File: src/rtl/freq_meter_pkg.sv
// ============================================================================
// freq_meter_pkg : FSM state encoding and default parameters for freq_meter
// Rev 1.0
// ============================================================================
`default_nettype none

package freq_meter_pkg;

    localparam int unsigned DEF_GATE_CYCLES = 32'd50_000_000;
    localparam int unsigned DEF_CNT_W       = 32'd32;

    typedef enum logic [1:0] {
        IDLE  = 2'd0,
        GATE  = 2'd1,
        LATCH = 2'd2
    } state_t;

endpackage

`default_nettype wire

File: src/rtl/freq_meter_sync_edge.sv
// ============================================================================
// sync_edge : 2-flop synchronizer plus registered rising-edge detector
// Rev 1.0
// ============================================================================
`default_nettype none

module sync_edge (
    input  logic clkin,
    input  logic rst,
    input  logic sigin,
    output logic edge_pulse
);

    logic r_sync1;
    logic r_sync2;
    logic r_sync2_d;

    // Pulse appears three clkin edges after sigin rises.
    always_ff @(posedge clkin or negedge rst) begin
        if (!rst) begin
            r_sync1    <= 1'b0;
            r_sync2    <= 1'b0;
            r_sync2_d  <= 1'b0;
            edge_pulse <= 1'b0;
        end else begin
            r_sync1    <= sigin;
            r_sync2    <= r_sync1;
            r_sync2_d  <= r_sync2;
            edge_pulse <= r_sync2 & ~r_sync2_d;
        end
    end

endmodule

`default_nettype wire

File: src/rtl/freq_meter.sv
// ============================================================================
// freq_meter : counts sigin rising edges over back-to-back GATE_CYCLES windows
// Rev 1.0
// ============================================================================
`default_nettype none

module freq_meter
    import freq_meter_pkg::*;
#(
    parameter int unsigned GATE_CYCLES = DEF_GATE_CYCLES,
    parameter int unsigned CNT_W       = DEF_CNT_W
) (
    input  logic             clkin,
    input  logic             rst,
    input  logic             en,
    input  logic             sigin,
    output logic [CNT_W-1:0] count_out,
    output logic             done,
    output logic             busy,
    output logic             ovf
);

    localparam logic [31:0]      C_GATE_LAST = 32'(GATE_CYCLES - 1);
    localparam logic [CNT_W-1:0] C_CNT_MAX   = '1;
    localparam logic [CNT_W-1:0] C_CNT_ONE   = {{(CNT_W-1){1'b0}}, 1'b1};

    state_t           r_state;
    state_t           w_state_nxt;
    logic             r_armed;
    logic [31:0]      r_gate_cnt;
    logic [CNT_W-1:0] r_edge_cnt;
    logic             r_sat;
    logic             w_edge_pulse;
    logic             w_gate_last;
    logic [CNT_W-1:0] w_edge_cnt_nxt;
    logic             w_sat_nxt;

    sync_edge u_sync_edge (
        .clkin      (clkin),
        .rst        (rst),
        .sigin      (sigin),
        .edge_pulse (w_edge_pulse)
    );

    assign w_gate_last = (r_gate_cnt == C_GATE_LAST);

    always_comb begin
        w_state_nxt    = r_state;
        w_edge_cnt_nxt = r_edge_cnt;
        w_sat_nxt      = r_sat;

        case (r_state)
            IDLE: begin
                if (en && r_armed) begin
                    w_state_nxt = GATE;
                end
            end
            GATE: begin
                if (!en) begin
                    w_state_nxt = IDLE;
                end else if (w_gate_last) begin
                    w_state_nxt = LATCH;
                end
            end
            LATCH: begin
                w_state_nxt = en ? GATE : IDLE;
            end
            default: begin
                w_state_nxt = IDLE;
            end
        endcase

        // Saturating count: hold at max and remember that it happened.
        if (w_edge_pulse) begin
            if (r_edge_cnt == C_CNT_MAX) begin
                w_sat_nxt = 1'b1;
            end else begin
                w_edge_cnt_nxt = r_edge_cnt + C_CNT_ONE;
            end
        end
    end

    // r_armed holds off GATE entry until the second edge after reset release.
    always_ff @(posedge clkin or negedge rst) begin
        if (!rst) begin
            r_state <= IDLE;
            r_armed <= 1'b0;
            busy    <= 1'b0;
            done    <= 1'b0;
        end else begin
            r_state <= w_state_nxt;
            r_armed <= 1'b1;
            busy    <= (w_state_nxt != IDLE);
            done    <= (w_state_nxt == LATCH);
        end
    end

    // Counters only run while staying in GATE; any other path clears them.
    always_ff @(posedge clkin or negedge rst) begin
        if (!rst) begin
            r_gate_cnt <= 32'd0;
            r_edge_cnt <= '0;
            r_sat      <= 1'b0;
        end else if ((r_state == GATE) && (w_state_nxt == GATE)) begin
            r_gate_cnt <= r_gate_cnt + 32'd1;
            r_edge_cnt <= w_edge_cnt_nxt;
            r_sat      <= w_sat_nxt;
        end else begin
            r_gate_cnt <= 32'd0;
            r_edge_cnt <= '0;
            r_sat      <= 1'b0;
        end
    end

    // Results include an edge landing in the final GATE cycle.
    always_ff @(posedge clkin or negedge rst) begin
        if (!rst) begin
            count_out <= '0;
            ovf       <= 1'b0;
        end else if ((r_state == GATE) && (w_state_nxt == LATCH)) begin
            count_out <= w_edge_cnt_nxt;
            ovf       <= w_sat_nxt;
        end
    end

endmodule

`default_nettype wire
File: config.mk
export PLATFORM = sky130hd
export DESIGN_NAME = freq_meter
export DESIGN_NICKNAME = d
export VERILOG_FILES = /design/src/rtl/freq_meter_pkg.sv /design/src/rtl/freq_meter_sync_edge.sv /design/src/rtl/freq_meter.sv
export SDC_FILE = /design/constraint.sdc
export NUM_CORES = 1
export LEC_CHECK = 0
export ABC_CLOCK_PERIOD_IN_PS = 5800
export CAP_MARGIN = 5
export CORE_MARGIN = 10
export CORE_UTILIZATION = 45
export CTS_CLUSTER_SIZE = 30
export DETAILED_ROUTE_END_ITERATION = 7
export DONT_BUFFER_PORTS = 1
export SYNTH_ARGS = -nofsm -noshare
export SYNTH_HDL_FRONTEND = slang
export SYNTH_SLANG_ARGS = --single-unit
File: constraint.sdc
create_clock -name clkin -period 5.8 [get_ports clkin]
set_clock_uncertainty 0.15 [all_clocks]
set_input_delay 1.16 -clock clkin [delete_from_list [all_inputs] [get_ports clkin]]
set_output_delay 1.16 -clock clkin [all_outputs]
set_load 0.01 [all_outputs]
==> flow_metrics.env <==
export IMPL_rsz0062_at_grt="no"
export IMPL_cts_tree="yes"
export IMPL_path_max_fanout=28
export IMPL_fin_area_um2=5290
export IMPL_grt_use_total_pct=13.83
export IMPL_num_rows=38
export IMPL_synth_area_top_cells="dfrtp_1, xnor2_1, nor2_1, nand2_1, nor4_1"
export IMPL_dp_slack_ns=2.716
export IMPL_clkSinkCount=107
export IMPL_drt_wl_total_mm=10.58
export IMPL_synth_area_um2=4992
export IMPL_dr_total_vias=3720
export IMPL_synth_edf_count=0
export IMPL_synth_nets=523
export IMPL_critical_path_arrival_ns=3.16
export IMPL_grt_ovfl_total=0
export IMPL_ir_drop_mv=0.1599
export IMPL_maxSlewHeadroom_pct=21.98
export IMPL_power_leakage_nw=1.999
export IMPL_drt_drc_violations_left=0
export IMPL_synthFlopType="dfrtp_1"
export IMPL_die_height_um=125.3
export IMPL_cts_root_buffer="clkbuf_8"
export IMPL_hold_buffers=0
export IMPL_antenna_found_initial=0
export IMPL_drv_slew=0
export IMPL_grt_pass1_vias=3557
export IMPL_die_w_um=125.3
export IMPL_synth_yosys_seq_area_share_pct=53.63
export IMPL_status="completed"
export IMPL_setup_ws_ns=2.797
export IMPL_avgSynthCellArea_um2=9.656
export IMPL_power_density_nw_per_um2=231.4
export IMPL_gr_usage_met1_pct=17.67
export IMPL_synth_top_cell_by_area="dfrtp_1"
export IMPL_start_kind="flop"
export IMPL_max_freq_ghz=0.3330
export IMPL_multi_input_area_um2=2172
export IMPL_cts_htree_levels=3
export IMPL_area_delta_synth_final_pct=5.965
export IMPL_core_area_um2=10840
export IMPL_cts_resized_gates=0
export IMPL_cts_setup_buffers=0
export IMPL_dp_hpwl_mm=7.062
export IMPL_clock_latency_ns=0.37
export IMPL_setup_viol=0
export IMPL_drive_above_1_share_pct=4.305
export IMPL_whs_ns=0.2073
export IMPL_fin_setup_tns_ns=0
export IMPL_synth_cells=517
export IMPL_cts_buffers=9
export IMPL_grtUsageMet3_pct=3.845
export IMPL_fillers=1027
export IMPL_place_gp_congestion=0.8144
export IMPL_fin_total_pwr_mw=1.224
export IMPL_fin_nets=513
export IMPL_clock_path_buffers=2
export IMPL_crit_required_ns=5.95
export IMPL_busiest_layer="met2"
export IMPL_synth_distinct_cells=45
export IMPL_period_share_pct=51.78
export IMPL_placed_area_um2=5096
export IMPL_maxCapViolCount=0
export IMPL_synth_top_area_share_pct=53.63
export IMPL_use_met2_pct=22.28
export IMPL_hold_class="flop to flop"
export IMPL_post_route_min_period_ns=3.003
export IMPL_vias_per_cell=5.714
export IMPL_drt_wirelength_per_cell_um=16.26
export IMPL_grt_max_degree=108
export IMPL_dr_first_iter_drc_count=229
export IMPL_hold_viol=0
export IMPL_grt_pass1_wl_mm=18.35
export IMPL_firstDrtPassIters=4
export IMPL_io_buffers=0
export IMPL_ff2ff_setup_slack_ns=2.80
export IMPL_ys_async_sr_fraction_pct=100.0
export IMPL_dieArea_um2=15710
export IMPL_ant_nets=0
export IMPL_synth_seq_cells=107
export IMPL_pin_count=39
export IMPL_ff_latch_area_um2=2678
export IMPL_insertedDiodeCount=0
export IMPL_tightest_slew_ns=1.164
export IMPL_ys_warnings_count=0
export IMPL_worstSetupEndpointType="flop"
export IMPL_initial_core_util_pct=46.05
export IMPL_path_clk_slew_ns=0.10
export IMPL_criticalPathCategory="flop to flop"
-- logic make-up after synthesis --
logic type      after synthesis  share of synthesized area, %
mux                           2                        0.4261
fa+ha+maj                     2                        0.5012
flops                       107                         53.63
simple gates                250                         25.26
other cells                   1                       0.07512
compound gates               65                         7.669
buf+inv                      36                         2.957
xor+xnor                     54                         9.474
-- layout make-up --
| cell class | count | share of cell area, % |
|---|---|---|
| Inverter | 11 | 0.7805 |
| Clock inverter | 2 | 0.6623 |
| Timing Repair Buffer | 4 | 0.5676 |
| Sequential cell | 107 | 50.62 |
| Multi-Input combinational cell | 374 | 41.06 |
| Tap cell | 140 | 3.311 |
| Clock buffer | 13 | 3.004 |
-- synthesized netlist by cell type (all sizes together) (8+ instances only) --
cell type,number
buf,10
inv,11
nand3,24
a31oi,8
o21ai,34
or4,9
nor4,21
nor3,14
clkbuf,15
nand4,20
dfrtp,107
xnor2,45
nand2,56
nor2,72
xor2,9
-- path summary, 6_finish.rpt --
kind | cells past startpoint | end | startpoint
max in group asynchronous | 0 | r_gate_cnt[1] | rst
hold reg to reg | 0 | u_sync_edge.r_sync2 | u_sync_edge.r_sync1
setup / recovery | 6 | count_out[21] | r_gate_cnt[21]
setup reg to reg | 6 | count_out[21] | r_gate_cnt[21]
min in group asynchronous | 0 | count_out[29] | rst
hold / removal | 0 | u_sync_edge.r_sync2 | u_sync_edge.r_sync1
-- critical path: stages (launching register included) --
cell and delay [ns]:
dfrtp_1 0.41, nand3_1 0.27, nand4b_1 0.39, or4_1 0.85, buf_4 0.34, or4_1 0.41
nand3_1 0.09
-- per-layer routing --
metal,vias to the layer above,routed length [um]
li1,1798,-
met2,82,5033
met4,0,140
met1,1824,4850
met3,16,559
met5,-,0
-- cell usage in the layout, fill, tap and decap left out, types with 5 or more instances in the layout --
master,n
dfrtp_1,107
nor2_1,72
nand2_1,56
xnor2_1,45
nand3_1,24
nor4_1,20
o21ai_1,20
nand4_1,19
o21ai_0,14
nor3_1,13
inv_1,11
clkbuf_8,11
or4_1,9
xor2_1,9
a31oi_1,8
and4_1,7
a211oi_1,7
and3_1,6
a21oi_1,6
or3_1,5
-- registers in the layout, summed over array words and instances, names as in the netlist, 2 cells and up --
signal	cells
count_out	32
r_edge_cnt	32
r_gate_cnt	32
r_state	2
-- stage by stage --
stage / std cells / util [%]
floorplan: 517 / -
global placement: 636 / 47.01
detailed placement: 636 / 47.01
CTS: 651 / 48.80
global route: 651 / 48.80
finish: 651 / 48.80
-- report_power, final --
group / switching [mW] / total, mW / internal (mW)
registers: 0.00296 / 0.752 / 0.749
clock network: 0.237 / 0.458 / 0.221
logic: 0.0105 / 0.0142 / 0.00366
(Power assumes the default switching activity.)
